<file path="src/rtl/uart_tx_arb.sv">
// uart_tx_arb: round-robin arbiter that lets P_REQ_NUM byte streams share one UART
// transmitter, holding the grant for a whole packet and revoking it after an idle timeout.
`default_nettype none

module uart_tx_arb #(
  parameter int P_REQ_NUM         = 4,
  parameter int P_UART_DATA_WIDTH = 8,
  parameter int P_TIMEOUT_CYCLE   = 1024
) (
  input  logic                                   i_sys_clk,
  input  logic                                   i_sys_rst,
  input  logic [P_REQ_NUM*P_UART_DATA_WIDTH-1:0] i_req_data,
  input  logic [P_REQ_NUM-1:0]                   i_req_valid,
  input  logic [P_REQ_NUM-1:0]                   i_req_last,
  output logic [P_REQ_NUM-1:0]                   o_req_ready,
  output logic [P_UART_DATA_WIDTH-1:0]           o_tx_data,
  output logic                                   o_tx_valid,
  input  logic                                   i_tx_ready,
  output logic [P_REQ_NUM-1:0]                   o_grant,
  output logic                                   o_busy
);

  localparam int IW = (P_REQ_NUM > 1) ? $clog2(P_REQ_NUM) : 1;
  localparam int CW = (P_TIMEOUT_CYCLE > 1) ? $clog2(P_TIMEOUT_CYCLE) : 1;
  localparam logic [IW-1:0] LAST_INIT = IW'(P_REQ_NUM - 1);
  localparam logic [CW-1:0] CNT_MAX   = CW'(P_TIMEOUT_CYCLE - 1);

  typedef enum logic [0:0] {
    IDLE = 1'b0,
    XFER = 1'b1
  } state_t;

  state_t          state;
  logic [IW-1:0]   owner;
  logic [IW-1:0]   last_owner;
  logic [CW-1:0]   idle_cnt;

  logic                 win_found;
  logic [IW-1:0]        win_idx;
  logic [P_REQ_NUM-1:0] win_onehot;
  logic                 owner_valid;
  logic                 owner_last;
  logic                 beat;
  logic                 drop_grant;

  // Round-robin search starting just after the previous owner, wrapping once.
  always_comb begin
    int            cand;
    logic [IW-1:0] cand_idx;
    win_found  = 1'b0;
    win_idx    = '0;
    win_onehot = '0;
    cand       = 0;
    cand_idx   = '0;
    for (int i = 1; i <= P_REQ_NUM; i++) begin
      cand = int'(last_owner) + i;
      if (cand >= P_REQ_NUM) cand = cand - P_REQ_NUM;
      cand_idx = IW'(cand);
      if (!win_found && i_req_valid[cand_idx]) begin
        win_found            = 1'b1;
        win_idx              = cand_idx;
        win_onehot[cand_idx] = 1'b1;
      end
    end
  end

  // The owner path is a one-hot mux on o_grant, so everything collapses to zero in IDLE.
  always_comb begin
    o_tx_data = '0;
    for (int k = 0; k < P_REQ_NUM; k++) begin
      if (o_grant[k]) o_tx_data = o_tx_data | i_req_data[k*P_UART_DATA_WIDTH +: P_UART_DATA_WIDTH];
    end
  end

  assign owner_valid = |(o_grant & i_req_valid);
  assign owner_last  = |(o_grant & i_req_last);
  assign o_tx_valid  = owner_valid;
  assign o_req_ready = o_grant & {P_REQ_NUM{i_tx_ready}};
  assign beat        = owner_valid & i_tx_ready;
  assign drop_grant  = (state == XFER) &&
                       ((beat && owner_last) || (!owner_valid && (idle_cnt == CNT_MAX)));

  always_ff @(posedge i_sys_clk or posedge i_sys_rst) begin
    if (i_sys_rst) begin
      state      <= IDLE;
      o_grant    <= '0;
      o_busy     <= 1'b0;
      owner      <= '0;
      last_owner <= LAST_INIT;
      idle_cnt   <= '0;
    end else begin
      case (state)
        IDLE: begin
          if (win_found) begin
            state    <= XFER;
            o_grant  <= win_onehot;
            o_busy   <= 1'b1;
            owner    <= win_idx;
            idle_cnt <= '0;
          end
        end
        XFER: begin
          if (drop_grant) begin
            state      <= IDLE;
            o_grant    <= '0;
            o_busy     <= 1'b0;
            last_owner <= owner;
            idle_cnt   <= '0;
          end else if (owner_valid) begin
            idle_cnt <= '0;
          end else begin
            idle_cnt <= idle_cnt + CW'(1);
          end
        end
        default: begin
          state   <= IDLE;
          o_grant <= '0;
          o_busy  <= 1'b0;
        end
      endcase
    end
  end

endmodule

`default_nettype wire

</file>
<file path="config.mk">
export PLATFORM = sky130hd
export DESIGN_NAME = uart_tx_arb
export DESIGN_NICKNAME = d
export VERILOG_FILES = /design/src/rtl/uart_tx_arb.sv
export SDC_FILE = /design/constraint.sdc
export NUM_CORES = 1
export LEC_CHECK = 0
export ABC_AREA = 0
export CAP_MARGIN = 10
export CORE_MARGIN = 5
export CORE_UTILIZATION = 46
export CTS_CLUSTER_DIAMETER = 40
export CTS_CLUSTER_SIZE = 25
export DETAILED_ROUTE_END_ITERATION = 10
export PLACE_DENSITY_LB_ADDON = 0.05
export SLEW_MARGIN = 5
export SYNTH_ARGS = -nofsm -noshare
export SYNTH_HDL_FRONTEND = slang
export SYNTH_SLANG_ARGS = --single-unit
</file>
<file path="constraint.sdc">
create_clock -name i_sys_clk -period 3.1 [get_ports i_sys_clk]
set_input_delay 0.62 -clock i_sys_clk [delete_from_list [all_inputs] [get_ports i_sys_clk]]
set_output_delay 0.62 -clock i_sys_clk [all_outputs]
set_load 0.005 [all_outputs]
</file>
After elaboration in Yosys (flattened, before gate mapping)
Index checks and enable logic that the tools add are counted.
Operators by class
  add/subtract/negate cells: 9
  multiply operators: 0
  div/mod/pow operators: 0
  $lt $le $gt $ge: 12
  equal/unequal tests: 3
  shift operators: 0
  multiplexer cells: 49
  bitwise gates (word level): 11
  reductions and logical operators: 20
Operators with widths (number)
  $mux 8: 4
  $mux 10: 3
  $mux 4: 6
  $or 8x8->8: 3
  $pmux 10 s2: 1
  $mux 1: 16
  $mux 2: 8
  $and 4x4->4: 3
  $lt 2x3->1 const B: 4
  $or 4x4->4: 3
  $add 10x1->10 const B: 1
  $eq 10x10->1 const B: 1
  $logic_and 1x1->1: 10
  $ge 3x3->1 const B: 3
  $bmux 1 s2: 4
  $demux 1 s2: 4
  $ge 2x1->1 const B: 4
  $pmux 4 s2: 1
  $reduce_or 4->1: 2
  $sub 2x1->2 const B: 4
  $add 2x2->3 const B: 2
  $reduce_and 2->1: 3
  $add 2x3->4 const B: 1
  $ge 4x3->1 const B: 1
  8 further kinds: 12
Word-level totals
  register bits after elaboration: 20
  latch bits: 0
  RAM bits: 0
  ROM bits: 0
  bits of input ports: 43
  output and inout port bits: 18
  memories: 0

Logic depth before layout (Yosys ltp)
Gate-level depths: netlist (run 1).
  depth in word-level cells: 17
  mapped depth: 9

Worst setup path before layout (run 1)
OpenSTA, ideal clock, no wires.
  path type: register to register
  start point: register last_owner[0]
  end point: register owner[1]
  library setup time: 0.094 ns
  arrival time: 2.401 ns
  required time: 3.006 ns
  setup slack: 0.605 ns
  stages on the path, launching flop included: 10
  path buffers: 2
  period minus slack after synthesis: 2.495 ns
  cells stage by stage: dfstp_2 > clkbuf_8 > inv_1 > ha_1 > buf_2 > or3b_1 > a211o_1 > a21oi_1 > nor3_1 > a221oi_2
Between the ends
  cells in the longest elaborated chain, start to end: 16
  elaborated cells on any way between the ends: 39
RTL lines
  start: declaration: RTL line 35  | logic [IW-1:0] last_owner;
  start signal: assignment: RTL line 107  | last_owner <= owner;
  $add 2x1->3: RTL line 56  | cand = int'(last_owner) + i;
  $ge 3x3->1 / $sub 2x1->2 (equally long branches): RTL line 57  | if (cand >= P_REQ_NUM) cand = cand - P_REQ_NUM;
  $mux 2: RTL line 57
  $bmux 1 s2: RTL line 59  | if (!win_found && i_req_valid[cand_idx]) begin
  $mux 1 (not written as such): RTL line 59
  $mux 1: RTL line 59
  $logic_not 1->1: RTL line 59
  $logic_and 1x1->1: RTL line 59
  $mux 1: RTL line 59
  $logic_not 1->1: RTL line 59
  $logic_and 1x1->1: RTL line 59
  $mux 1: RTL line 59
  $logic_not 1->1: RTL line 59
  $logic_and 1x1->1: RTL line 59
  $mux 1: RTL line 59
  $reduce_and 2->1 (no line)
  end signal: assignment: RTL line 98  | owner <= win_idx;
  end: declaration: RTL line 34  | logic [IW-1:0] owner;
Several ways; a longest one is shown, not always the timed one. The select of a mux whose other input is x is not followed.
A chain may end at the register's enable or synchronous reset.

Final worst setup path (run 1)
  start point: input i_req_valid[2]
  end point: output o_tx_valid
Between the ends
  cells in the longest elaborated chain, start to end: 2
RTL lines
  start: declaration: RTL line 13  | input logic [P_REQ_NUM-1:0] i_req_valid,
  $and 4x4->4: RTL line 75  | assign owner_valid = |(o_grant & i_req_valid);
  $reduce_or 4->1: RTL line 75
  end: declaration: RTL line 17  | output logic o_tx_valid,
No other way between the ends.

==> out/qor.csv, run 1 <==
metric,value,unit
grt_pass1_vias,1688,
overflow,0,
fp-row-count,22,
ant_nets,0,
yosys.area_share.simple,23.37,%
dpl.cell_count,306,
muxShareOfSynthArea,6.259,%
drcViolationCount,0,
fp.dieArea,5262,sq um
reg2regPathDepth,7,
ys_seq_elements,20,
hold_class,register to register,
clock_skew,0.008723,ns
drive_above_1_share,10.31,%
syn_area,1799,sq um
io_pins,61,
grt_pass1_wl,8.204,mm
die_h,72.54,um
clock-sinks,20,
grt_usage,19.23,%
antenna_cells,0,
timing.final.crit_share,87.74,%
seq_area,503.0,sq um
final_cells,310,
regToRegSetupSlack,0.70,ns
antenna_found_initial,0,
fin_tns_setup,0,ns
synth_nets,254,
p_leak,0.9640,nW
holdBufCountCts,0,
synth-xor-area-share,0.4868,%
die_x,72.54,um
wl_per_cell,16.30,um
syn_inst,202,
hold_path_depth,2,
drv_slew,0,
outcome,"finished, final reports clean",
final_common_cell,clkdlybuf4s50_1,
cts_buffers,3,
ys_seq_area_share,27.96,%
synth-compound-area-share,27.47,%
area_delta_synth_final,36.86,%
clk_pin_slew_worst_paths,0.08,ns
synth_top_family_by_area,compound AO/OA/AOI/OAI gates,
gp_congestion,0.8372,
clock_latency,0.26,ns
root_buffer,clkbuf_8,
viasPerCell,5.697,
routed_wl,5.053,mm
ys_types,49,
htree_levels,1,
dr.pass1.iters,4,
final_cell_mix,"60 x clkdlybuf4s50_1, 28 x nand2_1, 18 x a22oi_1, 18 x dfrtp_1, 16 x o21ai_0",
final_nets,315,
cp-start-kind,primary input,
critPathCapture,o_tx_valid,
slew_headroom,48.65,%
yosys_warnings,0,
cts_tree,built,
crit_start,i_req_valid[2],
core_area,3716,sq um
initialDrtViolationCount,149,
synth_fa_ha_area_share,6.259,%
maxCapViolations,0,
cp-end-kind,primary output,
power_density,352.0,nW/um^2
ir_worst_vdd,0.0002407,V
vias,1766,
start_util,48.42,%
multiInputGateArea,1149,sq um
max_freq,367.7,MHz
critical_path_class,primary input to primary output,
portBuffers,60,
setup_violations,0,
fin_crit,2.720,ns
rr_endpoint,o_grant[2],
final.fill_count,324,
rr_startpoint,last_owner[1],
dp_hpwl,3.872,mm
post_cts_buffers,0,
grt_setup_unrepaired,no,
worst_pin_slew,0.7693,ns
worstPathRequired,2.48,ns
avgSynthCellArea,8.907,sq um
crit_arrival,2.10,ns
crit_fanout,7,
hold_viol_final,0,
cts_resized,0,
cts_buffer_depth,2,
grt_max_degree,21,
-- cells in the mapped netlist (all sizes together) --
cell     instances  area (sq um)
nor3b            2         15.01
inv              5         18.77
a32o             1         10.01
a21oi           10         53.80
a2111oi          1         27.53
mux2i            3         30.03
nor2b            2         12.51
or3b             2         20.02
buf              5         42.53
nand4b           1         8.760
a22o             9         78.83
clkbuf           7         86.33
nand2b           1         6.260
nand3b           2         15.01
o2bb2ai          1         8.760
nor4             4         25.02
and2             5         31.28
or2              2         12.51
o21ai           17         85.08
and3b            2         21.27
nand3            8         40.04
a221o            4         40.04
a211o            1         8.760
nand2           28         105.1
mux2             3         33.78
a221oi           2         23.77
a22oi           18         135.1
dfstp            2         52.55
o21a             1         7.510
nor3             7         35.03
dfrtp           18         450.4
ha               9         112.6
or3              1         6.260
nor2            10         47.55
o211ai           2         15.01
xnor2            1         8.760
mux4             2         48.80
and3             3         18.77
-- power breakdown --
group | total [W] | switching [W] | leakage [nW] | internal, W
Clock | 0.000262 | 0.0000901 | 0.0357 | 0.000172
Combinational | 0.000240 | 0.000101 | 0.681 | 0.000139
Sequential | 0.000364 | 0.0000530 | 0.247 | 0.000311
-- cell families after synthesis --
| group | Yosys count |
|---|---|
| and+or+nand+nor | 80 |
| AOI/OAI and AO/OA | 67 |
| buffers and inverters | 17 |
| DFF | 20 |
| adders and majority gates | 9 |
| xor gates and xnor gates | 1 |
| muxes | 8 |
-- stage by stage --
step | total power [W] | util [%] | hold slack [ns] | instance area (sq um) | setup slack, ns
global placement | 0.0005956 | 64.34 | 0.4756 | 2391 | 0.4344
floorplan | 0.0005020 | - | 0.4460 | 1799 | 0.6049
global route | 0.0009230 | 66.26 | 0.5273 | 2462 | 0.3303
finish | 0.0008668 | 66.26 | 0.4800 | 2462 | 0.3802
detailed placement | 0.0006060 | 64.34 | 0.4682 | 2391 | 0.3831
CTS | 0.0008692 | 66.26 | 0.4856 | 2462 | 0.4005
-- worst min-delay path by stage --
stage                  start       end  slack, ns
floorplan           owner[0]  owner[0]       0.45
global placement    owner[0]  owner[0]       0.48
detailed placement  owner[0]  owner[0]       0.47
CTS                 owner[0]  owner[0]       0.49
global route        owner[0]  owner[0]       0.53
finish              owner[0]  owner[0]       0.48
-- cell type report --
type / count / share of cell area, %
Sequential cell: 20 / 20.43
Tap cell: 48 / 2.439
Timing Repair Buffer: 68 / 26.83
Multi-Input combinational cell: 165 / 46.65
Inverter: 5 / 0.7622
Clock buffer: 3 / 1.677
Clock inverter: 1 / 1.220
-- worst max-delay path, cell delays in order --
cell	delay, ns
clkdlybuf4s50_1	0.52
a22oi_1	0.30
nand2_1	0.17
clkdlybuf4s50_1	0.49
-- metal layers --
layer	part of all wire [%]	vias up	global-route usage, %	routed length, um
met1	45	828	25.72	2281
met2	48	50	32.06	2438
met4	1.3	0	4.918	67
met3	5.3	9	3.186	266
li1	-	879	-	-
met5	0	-	0	0
-- flip-flops by register name, indices dropped and copies added, names as in the netlist --
| signal | cells |
|---|---|
| idle_cnt | 10 |
| owner | 2 |
| last_owner | 2 |
| o_busy | 1 |
| o_grant | 4 |
| state | 1 |
Power figures use the tool's default switching activity.
==> inputs of run 2 (changes only) <==
--- a/config.mk
+++ b/config.mk
@@ -8,10 +8,11 @@
 export ABC_AREA = 0
 export CAP_MARGIN = 10
 export CORE_MARGIN = 5
-export CORE_UTILIZATION = 46
+export CORE_UTILIZATION = 54
 export CTS_CLUSTER_DIAMETER = 40
 export CTS_CLUSTER_SIZE = 25
 export DETAILED_ROUTE_END_ITERATION = 10
+export DONT_BUFFER_PORTS = 1
 export PLACE_DENSITY_LB_ADDON = 0.05
 export SLEW_MARGIN = 5
 export SYNTH_ARGS = -nofsm -noshare
==> out/qor.csv, run 2 (same netlist as run 1, synthesis figures left out) <==
metric,value,unit
grt_usage,17.48,%
finalPower,0.0006680,W
vias,1544,
route.met3.wl,340,um
wl_per_cell,17.03,um
gp_congestion,0.7668,
final_nets,247,
final_cell_mix,"28 x nand2_1, 18 x a22oi_1, 18 x dfrtp_1, 16 x o21ai_0",
critical_path_class,register to register,
dp_hpwl,3.101,mm
p_leak,0.6831,nW
top_layer,met3,
fin_tns_setup,0,ns
place_ws,0.4001,ns
drv_slew,0,
io_pins,61,
max_freq,368.7,MHz
cp-start-kind,register,
grt_setup_unrepaired,no,
wl_met1,1.823,mm
antenna_cells,0,
final_common_cell,nand2_1,
critPathMaxStageDelay,0.72,ns
cp_num_buf_inv,1,
rr_startpoint,last_owner[0],
top_regs,"idle_cnt: 10 flops, o_grant: 4 flops",
worstPathRequired,3.29,ns
largest_reg_flops,10,
slowest_stage,dfstp_2,
core_area,3284,sq um
worst_pin_slew,0.7381,ns
fp-row-count,21,
crit_chain,inv_1 -> ha_1 -> mux4_1 -> nand2_1 -> o21ai_1 -> a22o_1 -> a221o_1,
crit_start,last_owner[0],
clock-sinks,20,
hold_viol_final,0,
cts_tree,built,
cts_resized,0,
crit_arrival,2.91,ns
maxCapViolations,0,
setup_ws,0.3875,ns
overflow,0,
regMostFlops,idle_cnt,
htree_levels,1,
die_h,67.72,um
fin_crit,2.713,ns
power_density,378.6,nW/um^2
cp-end-kind,register,
root_buffer,clkbuf_4,
clk_pin_slew_worst_paths,0.11,ns
path_delay_family,flip-flops,
dr.pass1.iters,4,
grt_pass1_vias,1322,
clock_latency,0.30,ns
start_util,54.78,%
wl_met2,1.923,mm
clock_skew,0.003679,ns
initialDrtViolationCount,95,
die_x,67.72,um
area_delta_synth_final,-1.947,%
setup_violations,0,
cts_buffer_depth,2,
ant_nets,0,
drive_above_1_share,9.794,%
hold_class,primary input to async pin,
viasPerCell,6.433,
routed_wl,4.087,mm
antenna_found_initial,0,
grt_pass1_wl,6.258,mm
slew_headroom,50.74,%
ir_worst_vdd,0.0003465,V
holdBufCountCts,0,
post_cts_buffers,0,
outcome,"finished, final reports clean",
fp.dieArea,4586,sq um
timing.final.crit_share,87.50,%
cts_buffers,3,
crit_fanout,15,
drcViolationCount,0,
grt_max_degree,21,
portBuffers,0,
-- run 2: cell count changes in the layout (fill, tap and decap cells not counted) --
cell / delta
clkdlybuf4s50_1: -60
buf_4: -8
clkbuf_4: +3
clkbuf_8: -2
bufinv_16: -1
-- run 2: area by class of cell --
cell class | count | area, sq um
multi-input combinational | 165 | 1149
clock buffer | 4 | 36.28
tap | 46 | 57.56
sequential | 20 | 503.0
inverter | 5 | 18.77
fill | 301 | 1520
-- run 2: worst paths after layout --
| kind | slack (ns) | to | cells past startpoint |
|---|---|---|---|
| setup / recovery | 0.39 | o_grant[2] | 7 |
| hold / removal | 0.32 | owner[1] | 1 |
| setup reg to reg | 0.39 | o_grant[2] | 7 |
| hold reg to reg | 0.52 | idle_cnt[6] | 1 |
| max in group asynchronous | 2.32 | o_grant[0] | 1 |
| min in group i_sys_clk | 0.52 | idle_cnt[6] | 1 |
-- run 2: per-layer routing --
layer / GRT usage [%] / vias up
met1: 24.82 / 725
met3: 4.326 / 0
met2: 28.43 / 68
met5: 0 / -
met4: 0 / 0
li1: - / 751
-- run 2: stage by stage --
step	hold slack, ns	instances	area, sq um	utilization [%]
2_1_floorplan	0.4460	202	1799	-
5_1_grt	0.3572	240	1764	53.71
4_1_cts	0.3416	240	1764	53.71
3_3_place_gp	0.4743	236	1728	52.61
6_report	0.3173	240	1764	53.71
3_5_place_dp	0.5063	236	1728	52.61
-- run 2: report_power, final --
group | switching [W] | internal [W]
logic | 0.0000759 | 0.0000797
registers | 0.0000508 | 0.000311
clock network | 0.0000787 | 0.0000716
==> inputs of run 3 (changes only) <==
--- a/config.mk
+++ b/config.mk
@@ -8,7 +8,7 @@
 export ABC_AREA = 0
 export CAP_MARGIN = 10
 export CORE_MARGIN = 5
-export CORE_UTILIZATION = 54
+export CORE_UTILIZATION = 55
 export CTS_CLUSTER_DIAMETER = 40
 export CTS_CLUSTER_SIZE = 25
 export DETAILED_ROUTE_END_ITERATION = 10
==> out/qor.csv, run 3 (same netlist as run 1, synthesis figures left out) <==
metric,value,unit
fin_crit,2.743,ns
drv_slew,0,
crit_fanout,15,
gp_congestion,0.8439,
cts_resized,0,
p_int,0.0004418,W
power_switching,0.0002066,W
clk_pin_slew_worst_paths,0.11,ns
grt_pass1_wl,6.527,mm
cts_buffer_depth,2,
final_cell_mix,"28 x nand2_1, 18 x a22oi_1, 18 x dfrtp_1, 16 x o21ai_0",
post_cts_buffers,0,
clock_latency,0.29,ns
p_leak,0.6771,nW
io_pins,61,
worstPathRequired,3.29,ns
timing.final.crit_share,88.49,%
initialDrtViolationCount,88,
drcViolationCount,0,
slew_headroom,49.94,%
area_delta_synth_final,-2.643,%
grt_usage,18.48,%
hold_viol_final,0,
fin_tns_setup,0,ns
ir_worst_vdd,0.0003037,V
reg2regPathDepth,7,
root_buffer,clkbuf_4,
path_depth,7,
antenna_found_initial,0,
comb_power_share,24.4,%
crit_chain,inv_1 -> ha_1 -> mux4_1 -> nand2_1 -> o21ai_1 -> a22o_1 -> a221o_1,
top_regs,"idle_cnt: 10 flops, o_grant: 4 flops",
cts_buffers,3,
critical_path_class,register to register,
final_nets,247,
maxCapViolations,0,
grt_pass1_vias,1386,
worst_pin_slew,0.7500,ns
outcome,"finished, final reports clean",
fin_util,56.45,%
clock_skew,0.003209,ns
viasPerCell,6.546,
die_h,67.20,um
slowest_stage,dfstp_2,
cp_num_buf_inv,1,
critPathMaxStageDelay,0.71,ns
dp_hpwl,3.268,mm
wl_per_cell,17.93,um
largest_reg_flops,10,
drive_above_1_share,9.278,%
cp-end-kind,register,
path_delay_family,flip-flops,
fp.dieArea,4515,sq um
final_common_cell,nand2_1,
fp-row-count,20,
cts_tree,built,
routed_wl,4.268,mm
ant_nets,0,
core_area,3103,sq um
setup_violations,0,
grt_max_degree,21,
holdBufCountCts,0,
htree_levels,1,
pwr-share-seq,56.2,%
power_density,370.2,nW/um^2
overflow,0,
hold_class,primary input to async pin,
start_util,57.98,%
clock-sinks,20,
regMostFlops,idle_cnt,
portBuffers,0,
max_freq,364.5,MHz
grt_setup_unrepaired,no,
hold_ws,0.3319,ns
power_switching_share,31.87,%
dr.pass1.iters,5,
die_x,67.20,um
antenna_cells,0,
crit_arrival,2.93,ns
power_frac_clock,19.4,%
vias,1558,
cp-start-kind,register,
-- run 3: cell count changes in the layout (fill, tap and decap cells not counted) --
cell,before,now
clkbuf_1,0,1
clkbuf_8,1,0
-- run 3: worst register-to-register path, delay by kind of cell, from the launching register on --
kind | cells | cell delay, ns
flip-flops | 1 | 0.71
AO/OA/AOI/OAI | 3 | 0.56
adder cells (fa/ha/maj) | 1 | 0.52
multiplexers | 1 | 0.49
buffers and inverters | 1 | 0.23
AND/OR/NAND/NOR | 1 | 0.12
-- run 3: through the flow --
stage	setup WS, ns	instance area [sq um]	std cells	total power, W
final	0.3568	1752	238	0.0006484
after global routing	0.1921	1752	238	0.0006942
after CTS	0.3773	1752	238	0.0006548
after detailed placement	0.3968	1725	234	0.0005264
after global placement	0.5098	1725	234	0.0005151
after floorplan	0.6049	1799	202	0.0005020
-- run 3: per-layer routing --
layer | vias to the layer above | global-route usage [%] | part of all wire (%)
li1 | 746 | - | -
met1 | 728 | 23.81 | 41
met2 | 80 | 31.90 | 48
met3 | 4 | 4.659 | 9.6
met4 | 0 | 2.532 | 0.73
met5 | - | 0 | 0
-- run 3: layout make-up --
cell class / instances / area (sq um)
fillers: 313 / 1351
inverters: 5 / 18.77
flip-flops and latches: 20 / 503.0
clock buffers: 4 / 26.28
multi-input cells: 165 / 1149
well taps: 44 / 55.05
-- run 3: power groups by stage --
stage	logic (W)	registers [W]	clock network, W
5_1_grt	0.000178	0.000373	0.000143
3_3_place_gp	0.000151	0.000365	0
6_report	0.000158	0.000364	0.000126
4_1_cts	0.000160	0.000363	0.000132
3_5_place_dp	0.000158	0.000368	0
2_1_floorplan	0.000148	0.000354	0
-- run 3: worst paths after layout --
kind                       slack, ns     endpoint     startpoint
min                             0.33  idle_cnt[4]      i_sys_rst
min in group i_sys_clk          0.50     owner[0]       owner[0]
max in group asynchronous       2.30  idle_cnt[3]      i_sys_rst
max reg2reg                     0.36   o_grant[2]  last_owner[0]
max                             0.36   o_grant[2]  last_owner[0]
min reg2reg                     0.50     owner[0]       owner[0]
